File: src/rtl/fmap_bank_scheduler.sv
// Frame controller for the feature-map bank: loads an image from the UART,
// runs the conv core, then streams the result region and label back out.
module fmap_bank_scheduler #(
    parameter int ADDR_W    = 15,
    parameter int DATA_W    = 8,
    parameter int IMG_BYTES = 784,
    parameter int RES_BASE  = 0,
    parameter int RES_BYTES = 10
) (
    input  logic              clk,
    input  logic              rstn,
    input  logic [DATA_W-1:0] ld_data,
    input  logic              ld_valid,
    output logic              core_init,
    input  logic              core_done,
    input  logic [3:0]        core_label,
    input  logic [ADDR_W-1:0] c_waddr,
    input  logic [DATA_W-1:0] c_wdata,
    input  logic              c_wen,
    input  logic [ADDR_W-1:0] c_raddr,
    input  logic              c_ren,
    output logic [DATA_W-1:0] c_rdata,
    output logic [ADDR_W-1:0] fb_waddr,
    output logic [DATA_W-1:0] fb_wdata,
    output logic              fb_wen,
    output logic [ADDR_W-1:0] fb_raddr,
    output logic              fb_ren,
    input  logic [DATA_W-1:0] fb_rdata,
    output logic [DATA_W-1:0] tx_data,
    output logic              tx_req,
    input  logic              tx_ready,
    output logic [3:0]        label,
    output logic              frame_done,
    output logic              ovf
);

    localparam logic [3:0] S_IDLE     = 4'd0;
    localparam logic [3:0] S_LOAD     = 4'd1;
    localparam logic [3:0] S_START    = 4'd2;
    localparam logic [3:0] S_RUN      = 4'd3;
    localparam logic [3:0] S_RD_ISSUE = 4'd4;
    localparam logic [3:0] S_RD_LATCH = 4'd5;
    localparam logic [3:0] S_SEND     = 4'd6;
    localparam logic [3:0] S_SEND_LBL = 4'd7;
    localparam logic [3:0] S_FIN      = 4'd8;

    localparam logic [15:0]       IMG_LAST   = 16'(IMG_BYTES - 1);
    localparam logic [15:0]       RES_CNT    = 16'(RES_BYTES);
    localparam logic [ADDR_W-1:0] RES_BASE_A = ADDR_W'(RES_BASE);

    logic [3:0]        state_reg, state_next;
    logic [15:0]       cnt_reg;
    logic [15:0]       idx_reg;
    logic              wr_en_reg;
    logic [ADDR_W-1:0] wr_addr_reg;
    logic [DATA_W-1:0] wr_data_reg;
    logic [DATA_W-1:0] tx_data_reg;
    logic [3:0]        label_reg;
    logic              ovf_reg;

    logic is_idle, is_load, is_run, core_sel, ld_accept;

    assign is_idle   = (state_reg == S_IDLE);
    assign is_load   = (state_reg == S_LOAD);
    assign is_run    = (state_reg == S_RUN);
    assign core_sel  = (state_reg == S_START) || is_run;
    assign ld_accept = ld_valid && (is_idle || is_load);

    always_comb begin
        state_next = state_reg;
        case (state_reg)
            S_IDLE:     if (ld_valid) state_next = (IMG_BYTES == 1) ? S_START : S_LOAD;
            S_LOAD:     if (ld_valid && cnt_reg == IMG_LAST) state_next = S_START;
            S_START:    state_next = S_RUN;
            S_RUN:      if (core_done) state_next = (RES_BYTES == 0) ? S_SEND_LBL : S_RD_ISSUE;
            S_RD_ISSUE: state_next = S_RD_LATCH;
            S_RD_LATCH: state_next = S_SEND;
            S_SEND:     if (tx_ready) state_next = (idx_reg + 16'd1 == RES_CNT) ? S_SEND_LBL : S_RD_ISSUE;
            S_SEND_LBL: if (tx_ready) state_next = S_FIN;
            S_FIN:      state_next = S_IDLE;
            default:    state_next = S_IDLE;
        endcase
    end

    always_ff @(posedge clk) begin
        if (!rstn) begin
            state_reg   <= S_IDLE;
            cnt_reg     <= '0;
            idx_reg     <= '0;
            wr_en_reg   <= 1'b0;
            wr_addr_reg <= '0;
            wr_data_reg <= '0;
            tx_data_reg <= '0;
            label_reg   <= '0;
            ovf_reg     <= 1'b0;
        end else begin
            state_reg <= state_next;
            wr_en_reg <= ld_accept;
            // The first byte of a frame always lands at address 0, whatever cnt holds.
            if (ld_accept) begin
                wr_addr_reg <= is_idle ? '0 : ADDR_W'(cnt_reg);
                wr_data_reg <= ld_data;
                cnt_reg     <= is_idle ? 16'd1 : cnt_reg + 16'd1;
            end
            if (ld_valid && !(is_idle || is_load)) begin
                ovf_reg <= 1'b1;
            end
            if (is_idle && ld_valid) begin
                label_reg <= '0;
            end else if (is_run && core_done) begin
                label_reg <= core_label;
            end
            if (is_run && core_done) begin
                idx_reg <= '0;
            end else if (state_reg == S_SEND && tx_ready) begin
                idx_reg <= idx_reg + 16'd1;
            end
            if (state_reg == S_RD_LATCH) begin
                tx_data_reg <= fb_rdata;
            end
        end
    end

    // Port A: the pending loader write owns the port (it is still in flight
    // during START); core writes only pass through while running.
    always_comb begin
        fb_wen   = wr_en_reg || (is_run && c_wen);
        fb_waddr = '0;
        fb_wdata = '0;
        if (wr_en_reg) begin
            fb_waddr = wr_addr_reg;
            fb_wdata = wr_data_reg;
        end else if (is_run) begin
            fb_waddr = c_waddr;
            fb_wdata = c_wdata;
        end
    end

    always_comb begin
        fb_ren   = 1'b0;
        fb_raddr = '0;
        if (state_reg == S_RD_ISSUE) begin
            fb_ren   = 1'b1;
            fb_raddr = RES_BASE_A + ADDR_W'(idx_reg);
        end else if (core_sel) begin
            fb_ren   = c_ren;
            fb_raddr = c_raddr;
        end
    end

    always_comb begin
        tx_req  = (state_reg == S_SEND) || (state_reg == S_SEND_LBL);
        tx_data = '0;
        if (state_reg == S_SEND) begin
            tx_data = tx_data_reg;
        end else if (state_reg == S_SEND_LBL) begin
            tx_data = {{(DATA_W-4){1'b0}}, label_reg};
        end
    end

    assign c_rdata    = fb_rdata;
    assign core_init  = (state_reg == S_START);
    assign frame_done = (state_reg == S_FIN);
    assign label      = label_reg;
    assign ovf        = ovf_reg;

endmodule

File: config.mk
export PLATFORM = sky130hd
export DESIGN_NAME = fmap_bank_scheduler
export DESIGN_NICKNAME = d
export VERILOG_FILES = /design/src/rtl/fmap_bank_scheduler.sv
export SDC_FILE = /design/constraint.sdc
export NUM_CORES = 1
export LEC_CHECK = 0
export BUFFER_PORTS_ARGS = -buffer_cell sky130_fd_sc_hd__buf_2
export CORE_MARGIN = 8
export CORE_UTILIZATION = 30
export DETAILED_ROUTE_END_ITERATION = 8
export PLACE_DENSITY = 0.61
export SLEW_MARGIN = 20
export SYNTH_ARGS = -nofsm -noshare
export SYNTH_HDL_FRONTEND = slang
export SYNTH_SLANG_ARGS = --single-unit
File: constraint.sdc
create_clock -name clk -period 2.6 [get_ports clk]
set_clock_uncertainty 0.2 [all_clocks]
set_input_delay 0.78 -clock clk [delete_from_list [all_inputs] [get_ports clk]]
set_output_delay 0.78 -clock clk [all_outputs]
set_load 0.01 [all_outputs]
==> flow_summary_export.csv <==
group,metric,value,unit
placed_design,place_area,0.00473,mm^2
clocking,worst_setup_hold_path_clk_slew,0.06,ns
timing,relSlewSlack,0.390,
finish,fill_cells,1283,
power,swShare,0.248,
timing,setup_viol,0,
logic_synthesis,ys_seq_area_frac,0.375,
run_status,status,"finished, final reports clean",
logic_synthesis,synth_ff_type,"dfxtp_1",
floorplan,initial_core_util,0.308,
clocking,ctsLongestPathBuffers,2,
power,leakage,2.22,nW
floorplan,dieWidth,130,um
setup_path,criticalPathCategory,"flip-flop to output pin",
clocking,ctsRootBufferMaster,"clkbuf_16",
floorplan,dieHeight,130,um
drt,vias,3759,
clocking,cts_buffers,9,
worst_hold_path,holdCritPathClass,"flip-flop to flip-flop",
logic_synthesis,yosys.area_share.xor_xnor,0.0719,
timing,slew_viol_final,0,
finish,drive_gt1_frac,0.342,
power,ir_drop,334,uV
finish,final_area,0.00518,mm^2
logic_synthesis,synthTopCellsByArea,"dfxtp_1, a22o_1, nand2_1, xor2_1, nor2_1",
timing,max_freq,392,MHz
logic_synthesis,synthesis.nets,522,
clocking,htreeDepth,3,
power,p_int,0.00198,W
setup_path,setup.worst_path.end_class,"output pin",
power,combPwrFrac,0.111,
setup_path,max_stage_delay,0.31,ns
power,seq_power_share,0.436,
logic_synthesis,ys_warn_count,0,
logic_synthesis,synth.cell_area,0.00390,mm^2
setup_path,cp_data_arrival_time,1.57,ns
power,pwr-share-clk,0.454,
logic_synthesis,synthTopCellsByCount,"dfxtp_1, nand2_1, a22o_1",
logic_synthesis,synth_cell_type_count,62,
power,pwr_density_cell,509,mW/mm^2
logic_synthesis,synthMuxAreaShare,0.0103,
grt,grt_pass1_vias,3791,
timing,hold_violations,0,
drt,drt_first_pass_iters,4,
setup_path,crit_slowest_cell,"dfxtp_1",
drt,drt-wirelength-per-cell,14.9,um
drt,drtIter0Drc,130,
floorplan,ios,129,
finish,finalNetCount,656,
finish,diodes,0,
grt,grt_pass1_wl,18400,um
logic_synthesis,synth.largest_area_cell,"dfxtp_1",
power,p_sw,0.000653,W
setup_path,critPathRequiredTime,1.62,ns
drt,viasPerCell,4.91,
grt,overflow,0,
grt,antenna_found_initial,0,
timing,timing.final.crit_share,0.981,
logic_synthesis,synthSimpleGateAreaFrac,0.250,
floorplan,core,0.0127,mm^2
logic_synthesis,synthCells,454,
placed_design,gp_congestion,0.869,
clocking,clkSinkCount,73,
drt,final_antenna_net_count,0,
placed_design,hpwl,8210,um
logic_synthesis,synth_top_family_by_area,"simple AND/OR/NAND/NOR gates",
logic_synthesis,netlist.area_leader.share,0.375,
finish,syn_to_final_growth,32.8,%
finish,regArea,0.00146,mm^2
timing,whs,0.261,ns
logic_synthesis,synthAdderAreaFrac,0.00962,
drt,wl,11400,um
setup_path,timing.critical_path.cells,"and2_4, and2_4, and2b_2, a22o_1, buf_2",
timing,finalSetupTns,0,ns
setup_path,path_common_cell,"and2_4",
grt,track_usage,0.135,
logic_synthesis,synth.most_common_cell,"dfxtp_1",
finish,multi_input_area,0.00225,mm^2
clocking,clkLatencyLatePin,0.33,ns
timing,period_minus_slack,2.55,ns
logic_synthesis,async_reset_ff_frac,0,
floorplan,die-area,0.0169,mm^2
placed_design,port_buffers,128,
setup_path,worstSetupStartpointType,"flip-flop",
grt,grt_max_degree,25,
logic_synthesis,ys_ff_latch,73,
timing,tightest_slew,0.912,ns
logic_synthesis,syn_avg_cell_area,8.59,um^2
logic_synthesis,synth_enable_flop_cells,0,
job,maxCapViolations,0,
setup_path,cp_max_fo,6,
clocking,cts_tree,"yes",
logic_synthesis,synth_compound_area_frac,0.223,
drt,drc,0,
floorplan,rows,41,
==> metal layers <==
metal / routed length (um) / global-route usage / share of wire
met1: 4990 / 0.159 / 0.44
met2: 5430 / 0.231 / 0.48
met3: 759 / 0.0384 / 0.067
met4: 196 / 0.0505 / 0.017
met5: 0 / 0 / 0
==> worst paths after layout <==
kind                                from                     endpoint  slack, ns  cells after the start
max            state_reg[1]$_SDFFE_PN0P_                  fb_wdata[1]       0.05                      5
min          tx_data_reg[5]$_SDFFE_PN0N_  tx_data_reg[5]$_SDFFE_PN0N_       0.26                      2
max reg2reg      idx_reg[2]$_SDFFE_PP0P_    state_reg[0]$_SDFFE_PN0P_       0.32                      5
min reg2reg  tx_data_reg[5]$_SDFFE_PN0N_  tx_data_reg[5]$_SDFFE_PN0N_       0.26                      2
==> per-stage QoR <==
step | setup WS [ns] | power (W) | utilization | cells
floorplan | 0.113 | 0.00132 | - | 454
global placement | 0.0556 | 0.00143 | 0.373 | 735
detailed placement | -0.0158 | 0.00144 | 0.373 | 735
CTS | -0.00135 | 0.00264 | 0.400 | 754
global route | -0.00682 | 0.00275 | 0.409 | 765
finish | 0.0488 | 0.00263 | 0.409 | 765
==> timing repair <==
action	CTS	global route
gates cloned	3	1
endpoints found under the setup margin	39	26
hold endpoints to repair	0	0
pin swaps	0	3
resized for setup	16	8
buffers inserted	0	10
hold buffers	0	0
==> power by group through the flow <==
stage | Combinational, W | Sequential, W | Clock (W)
after floorplan | 0.000148 | 0.00117 | 0
final | 0.000292 | 0.00115 | 0.00119
after CTS | 0.000274 | 0.00115 | 0.00122
after global routing | 0.000321 | 0.00115 | 0.00128
after global placement | 0.000260 | 0.00117 | 0
after detailed placement | 0.000265 | 0.00117 | 0
==> final cells by class <==
| cell class | count | area share |
|---|---|---|
| clock inverters | 5 | 0.00725 |
| inverters | 6 | 0.00435 |
| well taps | 172 | 0.0416 |
| clock buffers | 11 | 0.0488 |
| multi-input cells | 336 | 0.434 |
| flip-flops and latches | 73 | 0.283 |
| repair buffers | 162 | 0.181 |
==> cells in the final DEF, fill, tap and decap left out, drive strengths merged, types with 4 or more instances in the layout <==
cell type,netlist,routed
inv,6,8
nand2,55,55
a21boi,19,19
buf,26,162
and2,13,13
nor2,38,38
nor3,7,7
a21oi,11,11
xnor2,13,13
nor4b,4,4
o21ai,8,8
and2b,1,4
xor2,19,19
a22o,52,52
dfxtp,73,73
nand3,19,19
or3,6,6
nand4,13,13
nor4,5,5
clkbuf,16,11
mux2i,4,4
==> critical path, delay by kind of cell, from the launching register on <==
family	cells	cell delay, ns
AO/OA/AOI/OAI	1	0.21
buffers and inverters	1	0.13
flip-flops	1	0.31
AND/OR/NAND/NOR	3	0.58
==> cell families after synthesis <==
group,count (synthesis)
DFF,73
buffers and inverters,48
xor gates and xnor gates,32
AOI/OAI and AO/OA,111
adders and majority gates,3
and+or+nand+nor,183
muxes,4
No activity file was read; power rests on OpenSTA's default activity.
